File: src/rtl/tluh_pkg.sv
// TL-UH channel types and source-tag helpers shared by the host-to-device socket.
package tluh_pkg;

    localparam int TL_AW          = 32;
    localparam int TL_DW          = 32;
    localparam int TL_AIW         = 8;
    localparam int TL_DIW         = 1;
    localparam int TL_SZW         = 2;
    localparam int TL_DBW         = TL_DW / 8;
    localparam int TLUH_MAX_HOSTS = 8;

    typedef enum logic [2:0] {
        PutFullData    = 3'd0,
        PutPartialData = 3'd1,
        Get            = 3'd4
    } tl_a_op_e;

    typedef enum logic [2:0] {
        AccessAck     = 3'd0,
        AccessAckData = 3'd1
    } tl_d_op_e;

    typedef struct packed {
        logic              a_valid;
        tl_a_op_e          a_opcode;
        logic [2:0]        a_param;
        logic [TL_SZW-1:0] a_size;
        logic [TL_AIW-1:0] a_source;
        logic [TL_AW-1:0]  a_address;
        logic [TL_DBW-1:0] a_mask;
        logic [TL_DW-1:0]  a_data;
        logic              d_ready;
    } tluh_h2d_t;

    typedef struct packed {
        logic              d_valid;
        tl_d_op_e          d_opcode;
        logic [2:0]        d_param;
        logic [TL_SZW-1:0] d_size;
        logic [TL_AIW-1:0] d_source;
        logic [TL_DIW-1:0] d_sink;
        logic [TL_DW-1:0]  d_data;
        logic              d_error;
        logic              a_ready;
    } tluh_d2h_t;

    function automatic int vbits(input int n);
        return (n <= 1) ? 1 : $clog2(n);
    endfunction

    // Host index occupies the top idxw bits of the source; the host keeps the rest.
    function automatic logic [TL_AIW-1:0] tluh_tag_src(input int idxw,
                                                       input logic [TL_AIW-1:0] idx,
                                                       input logic [TL_AIW-1:0] src);
        logic [TL_AIW-1:0] low_mask;
        low_mask = {TL_AIW{1'b1}} >> idxw;
        return (src & low_mask) | (idx << (TL_AIW - idxw));
    endfunction

    function automatic logic [TL_AIW-1:0] tluh_untag_src(input int idxw,
                                                         input logic [TL_AIW-1:0] src);
        return src & ({TL_AIW{1'b1}} >> idxw);
    endfunction

endpackage

File: src/rtl/tluh_rr_arb.sv
// Round-robin arbiter with grant lock: a stalled winner keeps the grant until its beat fires.
module tluh_rr_arb
    import tluh_pkg::*;
#(
    parameter int NHOST = 3,
    parameter int IDXW  = vbits(NHOST)
) (
    input  logic             clk_i,
    input  logic             rst_i,
    input  logic [NHOST-1:0] req_i,
    input  logic             fire_i,
    output logic [NHOST-1:0] gnt_o,
    output logic [IDXW-1:0]  gnt_idx_o,
    output logic             gnt_valid_o
);

    logic [IDXW-1:0] r_rr_ptr;
    logic            r_lock;
    logic [IDXW-1:0] r_gnt_q;
    logic [IDXW-1:0] w_rr_idx;
    logic            w_rr_found;
    int              w_pos;

    always_comb begin
        w_rr_found = 1'b0;
        w_rr_idx   = '0;
        w_pos      = 0;
        for (int k = 0; k < NHOST; k++) begin
            w_pos = int'(r_rr_ptr) + k;
            if (w_pos >= NHOST) w_pos = w_pos - NHOST;
            if (!w_rr_found && req_i[w_pos]) begin
                w_rr_found = 1'b1;
                w_rr_idx   = IDXW'(w_pos);
            end
        end
    end

    always_comb begin
        gnt_idx_o = r_lock ? r_gnt_q : w_rr_idx;
        gnt_o     = '0;
        for (int i = 0; i < NHOST; i++) begin
            gnt_o[i] = (gnt_idx_o == IDXW'(i)) & (r_lock | w_rr_found);
        end
    end

    assign gnt_valid_o = |(gnt_o & req_i);

    always_ff @(posedge clk_i or posedge rst_i) begin
        if (rst_i) begin
            r_rr_ptr <= '0;
            r_lock   <= 1'b0;
            r_gnt_q  <= '0;
        end else if (fire_i) begin
            r_rr_ptr <= (gnt_idx_o == IDXW'(NHOST - 1)) ? '0 : gnt_idx_o + 1'b1;
            r_lock   <= 1'b0;
        end else if (gnt_valid_o) begin
            r_lock   <= 1'b1;
            r_gnt_q  <= gnt_idx_o;
        end
    end

endmodule

File: src/rtl/tluh_socket_m1.sv
// N-host to 1-device TL-UH socket: arbitrated A channel, source-tagged D return, outstanding throttle.
module tluh_socket_m1
    import tluh_pkg::*;
#(
    parameter int NHOST      = 3,
    parameter int MAX_OUTSTD = 4,
    parameter int IDXW       = vbits(NHOST),
    parameter int HSRCW      = TL_AIW - IDXW
) (
    input  logic      clk_i,
    input  logic      rst_i,
    input  tluh_h2d_t tl_h_i [NHOST],
    output tluh_d2h_t tl_h_o [NHOST],
    output tluh_h2d_t tl_d_o,
    input  tluh_d2h_t tl_d_i
);

    localparam int OW = vbits(MAX_OUTSTD + 1);

    logic [OW-1:0]    r_outstd;
    logic [NHOST-1:0] w_req;
    logic [NHOST-1:0] w_gnt;
    logic [IDXW-1:0]  w_gnt_idx;
    logic             w_gnt_valid;
    logic             w_full;
    logic             w_a_fire;
    logic             w_d_fire;
    logic [IDXW-1:0]  w_d_idx;
    logic             w_d_ready_sel;
    tluh_h2d_t        w_gnt_req;

    always_comb begin
        for (int i = 0; i < NHOST; i++) w_req[i] = tl_h_i[i].a_valid;
    end

    tluh_rr_arb #(
        .NHOST (NHOST),
        .IDXW  (IDXW)
    ) u_arb (
        .clk_i       (clk_i),
        .rst_i       (rst_i),
        .req_i       (w_req),
        .fire_i      (w_a_fire),
        .gnt_o       (w_gnt),
        .gnt_idx_o   (w_gnt_idx),
        .gnt_valid_o (w_gnt_valid)
    );

    assign w_full  = (r_outstd == OW'(MAX_OUTSTD));
    assign w_d_idx = tl_d_i.d_source[TL_AIW-1 -: IDXW];

    always_comb begin
        w_gnt_req     = tl_h_i[0];
        w_d_ready_sel = 1'b1;
        for (int i = 0; i < NHOST; i++) begin
            if (w_gnt[i]) w_gnt_req = tl_h_i[i];
            // Tags with no matching host are sunk with d_ready held high.
            if (w_d_idx == IDXW'(i)) w_d_ready_sel = tl_h_i[i].d_ready;
        end
    end

    always_comb begin
        tl_d_o          = w_gnt_req;
        tl_d_o.a_source = tluh_tag_src(IDXW, TL_AIW'(w_gnt_idx), w_gnt_req.a_source);
        tl_d_o.a_valid  = w_gnt_valid & ~w_full & ~rst_i;
        tl_d_o.d_ready  = w_d_ready_sel & ~rst_i;
    end

    always_comb begin
        for (int i = 0; i < NHOST; i++) begin
            tl_h_o[i]          = tl_d_i;
            tl_h_o[i].d_source = tluh_untag_src(IDXW, tl_d_i.d_source);
            tl_h_o[i].d_valid  = tl_d_i.d_valid & (w_d_idx == IDXW'(i)) & ~rst_i;
            tl_h_o[i].a_ready  = w_gnt[i] & tl_d_i.a_ready & ~w_full & ~rst_i;
        end
    end

    assign w_a_fire = tl_d_o.a_valid & tl_d_i.a_ready;
    assign w_d_fire = tl_d_i.d_valid & tl_d_o.d_ready;

    always_ff @(posedge clk_i or posedge rst_i) begin
        if (rst_i) begin
            r_outstd <= '0;
        end else begin
            case ({w_a_fire, w_d_fire})
                2'b10:   r_outstd <= r_outstd + 1'b1;
                2'b01:   if (r_outstd != '0) r_outstd <= r_outstd - 1'b1;
                default: r_outstd <= r_outstd;
            endcase
        end
    end

    a_no_underflow: assert property (@(posedge clk_i) disable iff (rst_i)
        w_d_fire |-> (r_outstd != '0));

    // The top IDXW source bits belong to the socket; hosts must leave them clear.
    for (genvar gi = 0; gi < NHOST; gi++) begin : g_src_chk
        a_src_tag_clear: assert property (@(posedge clk_i) disable iff (rst_i)
            tl_h_i[gi].a_valid |-> ((tl_h_i[gi].a_source >> HSRCW) == '0));
    end

endmodule
File: config.mk
export PLATFORM = sky130hd
export DESIGN_NAME = tluh_socket_m1
export DESIGN_NICKNAME = d
export VERILOG_FILES = /design/src/rtl/tluh_pkg.sv /design/src/rtl/tluh_rr_arb.sv /design/src/rtl/tluh_socket_m1.sv
export SDC_FILE = /design/constraint.sdc
export NUM_CORES = 1
export LEC_CHECK = 0
export ABC_AREA = 1
export BUFFER_PORTS_ARGS = -buffer_cell sky130_fd_sc_hd__buf_2
export CAP_MARGIN = 20
export CELL_PAD_IN_SITES_DETAIL_PLACEMENT = 0
export CELL_PAD_IN_SITES_GLOBAL_PLACEMENT = 2
export CORE_AREA = 2 2 214 216
export DETAILED_ROUTE_END_ITERATION = 7
export DIE_AREA = 0 0 216 218
export MAX_ROUTING_LAYER = met4
export PLACE_DENSITY = 0.61
export SYNTH_ARGS = -nofsm -noshare
export SYNTH_HDL_FRONTEND = slang
export SYNTH_HIERARCHICAL = 1
export SYNTH_SLANG_ARGS = --single-unit
File: constraint.sdc
create_clock -name clk_i -period 3 [get_ports clk_i]
set_input_delay 0.6 -clock clk_i [delete_from_list [all_inputs] [get_ports clk_i]]
set_output_delay 0.6 -clock clk_i [all_outputs]
set_load 0.02 [all_outputs]
==> flow_summary.yaml <==
final_layout:
  num-nets-final: 1249
  final_core_util_pct: 18.5
  fillers: 5094
  stdcell_area_um2: 8310
  layout_cells_sized_above_1_pct: 79.5
  final_cells: 1531
  areaGrowthSynthToFinish_pct: 125
routing:
  detail-route-antenna-nets: 0
  met1_wl_mm: 10.1
  drt_drc_violations_left: 0
  routed.top_layer: "met4"
  first_iter_violations: 153
  dr.pass1.iters: 4
  route.detailed.wl_per_inst_um: 16.8
  met3_length_mm: 2.12
  routed-via-count: 5387
  finalWirelength_mm: 25.7
  met2_length_mm: 12.5
  viasPerCell: 3.52
timing:
  achievable-frequency_ghz: 0.303
  finalCritPeriodShare_pct: 110
  final_max_slew_viol_count: 0
  finalClockSkew_ns: 0.00149
  setup_viol_count_final: 87
  hold_viol_final: 0
  setup_slack_ns: -0.305
  final_period_minus_worst_setup_slack_ns: 3.31
  setup-tns-final_ns: -20.80
  rsz0062_at_grt: "yes"
logic_synthesis:
  netlist.area_leader.share_pct: 30.7
  synth-edff-count: 0
  yosys.cell_count.top_type: "sky130_fd_sc_hd__a21oi_1"
  synth_ff_type: "sky130_fd_sc_hd__dfrtp_1"
  post_synth_num_cell_types: 30
  synth.largest_area_cell: "sky130_fd_sc_hd__buf_4"
  synthesis.yosys.warnings: 6
  synth.area.top_cells: "sky130_fd_sc_hd__buf_4, sky130_fd_sc_hd__a21oi_1, sky130_fd_sc_hd__nand2_1"
  seq_area_frac_synth_pct: 5.41
  mappedNetlistArea_um2: 3700
  synthesis.area_per_instance_um2: 5.58
  synth-seq-cells: 8
  synth.cells.most_frequent: "sky130_fd_sc_hd__a21oi_1, sky130_fd_sc_hd__buf_4, sky130_fd_sc_hd__nand2_1, sky130_fd_sc_hd__nor2_1, sky130_fd_sc_hd__inv_1"
  synthCells: 663
  synth_async_sr_flop_share_pct: 100
placement:
  dp_cells: 1481
  postPlaceCellArea_um2: 5750
  io_buffers: 349
  place.gp.congestion: 0.766
  dpl_worst_slack_ns: -0.326
  dp.final_hpwl_mm: 17.1
worst_setup_path:
  critical-path-slowest-cell: "sky130_fd_sc_hd__dfrtp_2"
  end_kind: "primary output"
  rr_worst_depth: 22
  critical_path_endpoint: "tl_d_o[14]"
  timing.critical_path.mode_cell: "sky130_fd_sc_hd__nor2_4"
  worstPathArrival_ns: 2.71
  r2r-start: "u_arb/r_rr_ptr[1]"
  worst-path-max-fanout: 8
  reg2reg_to: "r_outstd[1]"
  required_worst_endpoint_ns: 2.40
  r2r_setup_slack_ns: -0.02
  critical_path_cell_count: 18
  timing.critical_path.from_type: "flip-flop"
  critical_path.top_delay_family: "simple AND/OR/NAND/NOR gates"
  worst-path-buf-inv: 6
  critical-path-max-stage-delay_ns: 0.43
  worstPathCellList: "ha_4 > inv_2 > nand2_2 > nand3_2 > nand2_4 > nand2_4 > nor2_4 > nor2_4 > nor2_4 > nor2_4 > nor2_4 > buf_12 > clkinv_16 > clkbuf_16 > buf_12 > nand2_2 > a21oi_2 > buf_4"
  crit_start: "u_arb/r_rr_ptr[1]"
  criticalPathCategory: "reg -> out"
grt:
  grt_start_max_net_pins: 23
  grt_util_all_layers_pct: 9.61
  global_route.overflow_total: 0
  antenna_found_initial: 2
  via_count_of_the_first_global_routing_pass: 5270
  grt_first_pass_wirelength_mm: 33.0
clocking:
  root_buffer: "sky130_fd_sc_hd__clkbuf_16"
  h-tree-depth: 1
  clk_pin_slew_worst_paths_ns: 0.04
  cts_buffer_depth: 2
  cts_made_buffers: 3
  tritoncts_num_sinks: 8
  insertion_delay_ns: 0.23
  cts_tree: "built"
die:
  floorplan.initialDensity_pct: 8.24
  die_y_um: 218
  die_area_um2: 47100
  coreArea_um2: 44900
  core.rowCount: 78
  fp.dieW_um: 216
  pin_count: 554
power_and_ir_drop:
  power_per_cell_area_nw_per_um2: 1110
  total_leakage_power_uw: 0.00377
  irDropWorstVdd_v: 0.000457
run:
  drv_cap: 0
hold_path:
  min_path_type: "in -> async"
run_status:
  outcome: "complete, but fails checks"
  violated_checks: "setup timing"
==> cells in the final DEF, fill, tap and decap left out, drive strengths merged <==
master  count
a31oi       1
inv        31
xor2        1
nor2       97
ha          4
nor3        7
fa          1
o21ai       7
a21oi     165
nand4       6
nand3      19
clkinv      2
dfrtp       8
buf       439
diode       1
clkbuf      9
conb        6
bufbuf      1
nand2     126
==> worst min-delay path by stage <==
stage	from	end	slack, ns	cells past startpoint
after floorplan	rst_i	u_arb/r_gnt_q[0]	0.38	1
after global placement	u_arb/r_gnt_q[0]	u_arb/r_gnt_q[0]	0.46	2
after detailed placement	u_arb/r_gnt_q[1]	u_arb/r_gnt_q[1]	0.48	2
after CTS	rst_i	u_arb/r_gnt_q[0]	0.33	2
after global routing	rst_i	u_arb/r_gnt_q[0]	0.35	2
final	rst_i	u_arb/r_gnt_q[0]	0.32	2
==> worst register-to-register path, stage by stage (launching register included) <==
cell and delay, ns:
sky130_fd_sc_hd__dfrtp_2 0.43, sky130_fd_sc_hd__ha_4 0.33, sky130_fd_sc_hd__inv_2 0.05, sky130_fd_sc_hd__nand2_2 0.05
sky130_fd_sc_hd__nand3_2 0.08, sky130_fd_sc_hd__nand2_4 0.11, sky130_fd_sc_hd__nand2_4 0.06, sky130_fd_sc_hd__nor2_4 0.12
sky130_fd_sc_hd__nor2_4 0.06, sky130_fd_sc_hd__o21ai_4 0.17, sky130_fd_sc_hd__nor2_4 0.06, sky130_fd_sc_hd__buf_6 0.14
sky130_fd_sc_hd__buf_12 0.14, sky130_fd_sc_hd__nand2_4 0.06, sky130_fd_sc_hd__nand3_4 0.09, sky130_fd_sc_hd__inv_4 0.07
sky130_fd_sc_hd__nor2_2 0.03, sky130_fd_sc_hd__nand3_2 0.07, sky130_fd_sc_hd__nand3_2 0.10, sky130_fd_sc_hd__fa_2 0.54
sky130_fd_sc_hd__inv_1 0.04, sky130_fd_sc_hd__nand2_1 0.05, sky130_fd_sc_hd__o21ai_1 0.05
==> power by group <==
part | internal [uW] | switching [uW]
combinational | 4160 | 4610
sequential | 156 | 39.6
clock | 171 | 47.4
total | 4490 | 4700
==> layer usage <==
layer | track usage (%) | vias to the layer above
met1 | 11.0 | 2458
met5 | - | -
met2 | 16.2 | 332
met4 | 3.72 | 0
met3 | 2.37 | 60
li1 | - | 2537
==> area by class of cell <==
| cell class | count | area, um^2 | share of cell area, % |
|---|---|---|---|
| Clock buffer | 3 | 75.1 | 0.904 |
| Sequential cell | 8 | 201 | 2.43 |
| Tap cell | 600 | 751 | 9.04 |
| Inverter | 33 | 168 | 2.02 |
| Antenna cell | 1 | 2.50 | 0.0301 |
| Timing Repair Buffer | 446 | 3710 | 44.7 |
| Multi-Input combinational cell | 440 | 3400 | 40.9 |
==> metrics by stage <==
step	hold WS, ns	total power (uW)
5_1_grt	0.348	9740
6_report	0.325	9190
4_1_cts	0.331	7910
3_5_place_dp	0.480	5600
3_3_place_gp	0.457	5620
2_1_floorplan	0.379	3900
==> state kept, by name, indices dropped and copies added (netlist names) <==
signal          flops
r_outstd            3
u_arb/r_gnt_q       2
u_arb/r_lock        1
u_arb/r_rr_ptr      2
==> kinds of logic (layout without fill, tap and decap cells) <==
logic type               count (synthesis)  after routing  share of synthesized area [%]
XOR/XNOR                                 1              1                          0.440
flip-flops                               8              8                           5.41
buffers and inverters                  220            482                           37.8
adder cells (fa/ha/maj)                  5              5                           1.90
AND/OR/NAND/NOR                        255            255                           30.4
AO/OA/AOI/OAI                          173            173                           24.0
other                                    1              7                          0.101
==> repair_timing <==
action / CTS / global route
cloned: 14 / 7
pin swaps: 12 / 42
buffers inserted: 15 / 13
endpoints found under the setup margin: 94 / 94
hold buffers: 0 / 0
resized for setup: 272 / 202
Note: power is estimated with default switching activity, not from simulation.
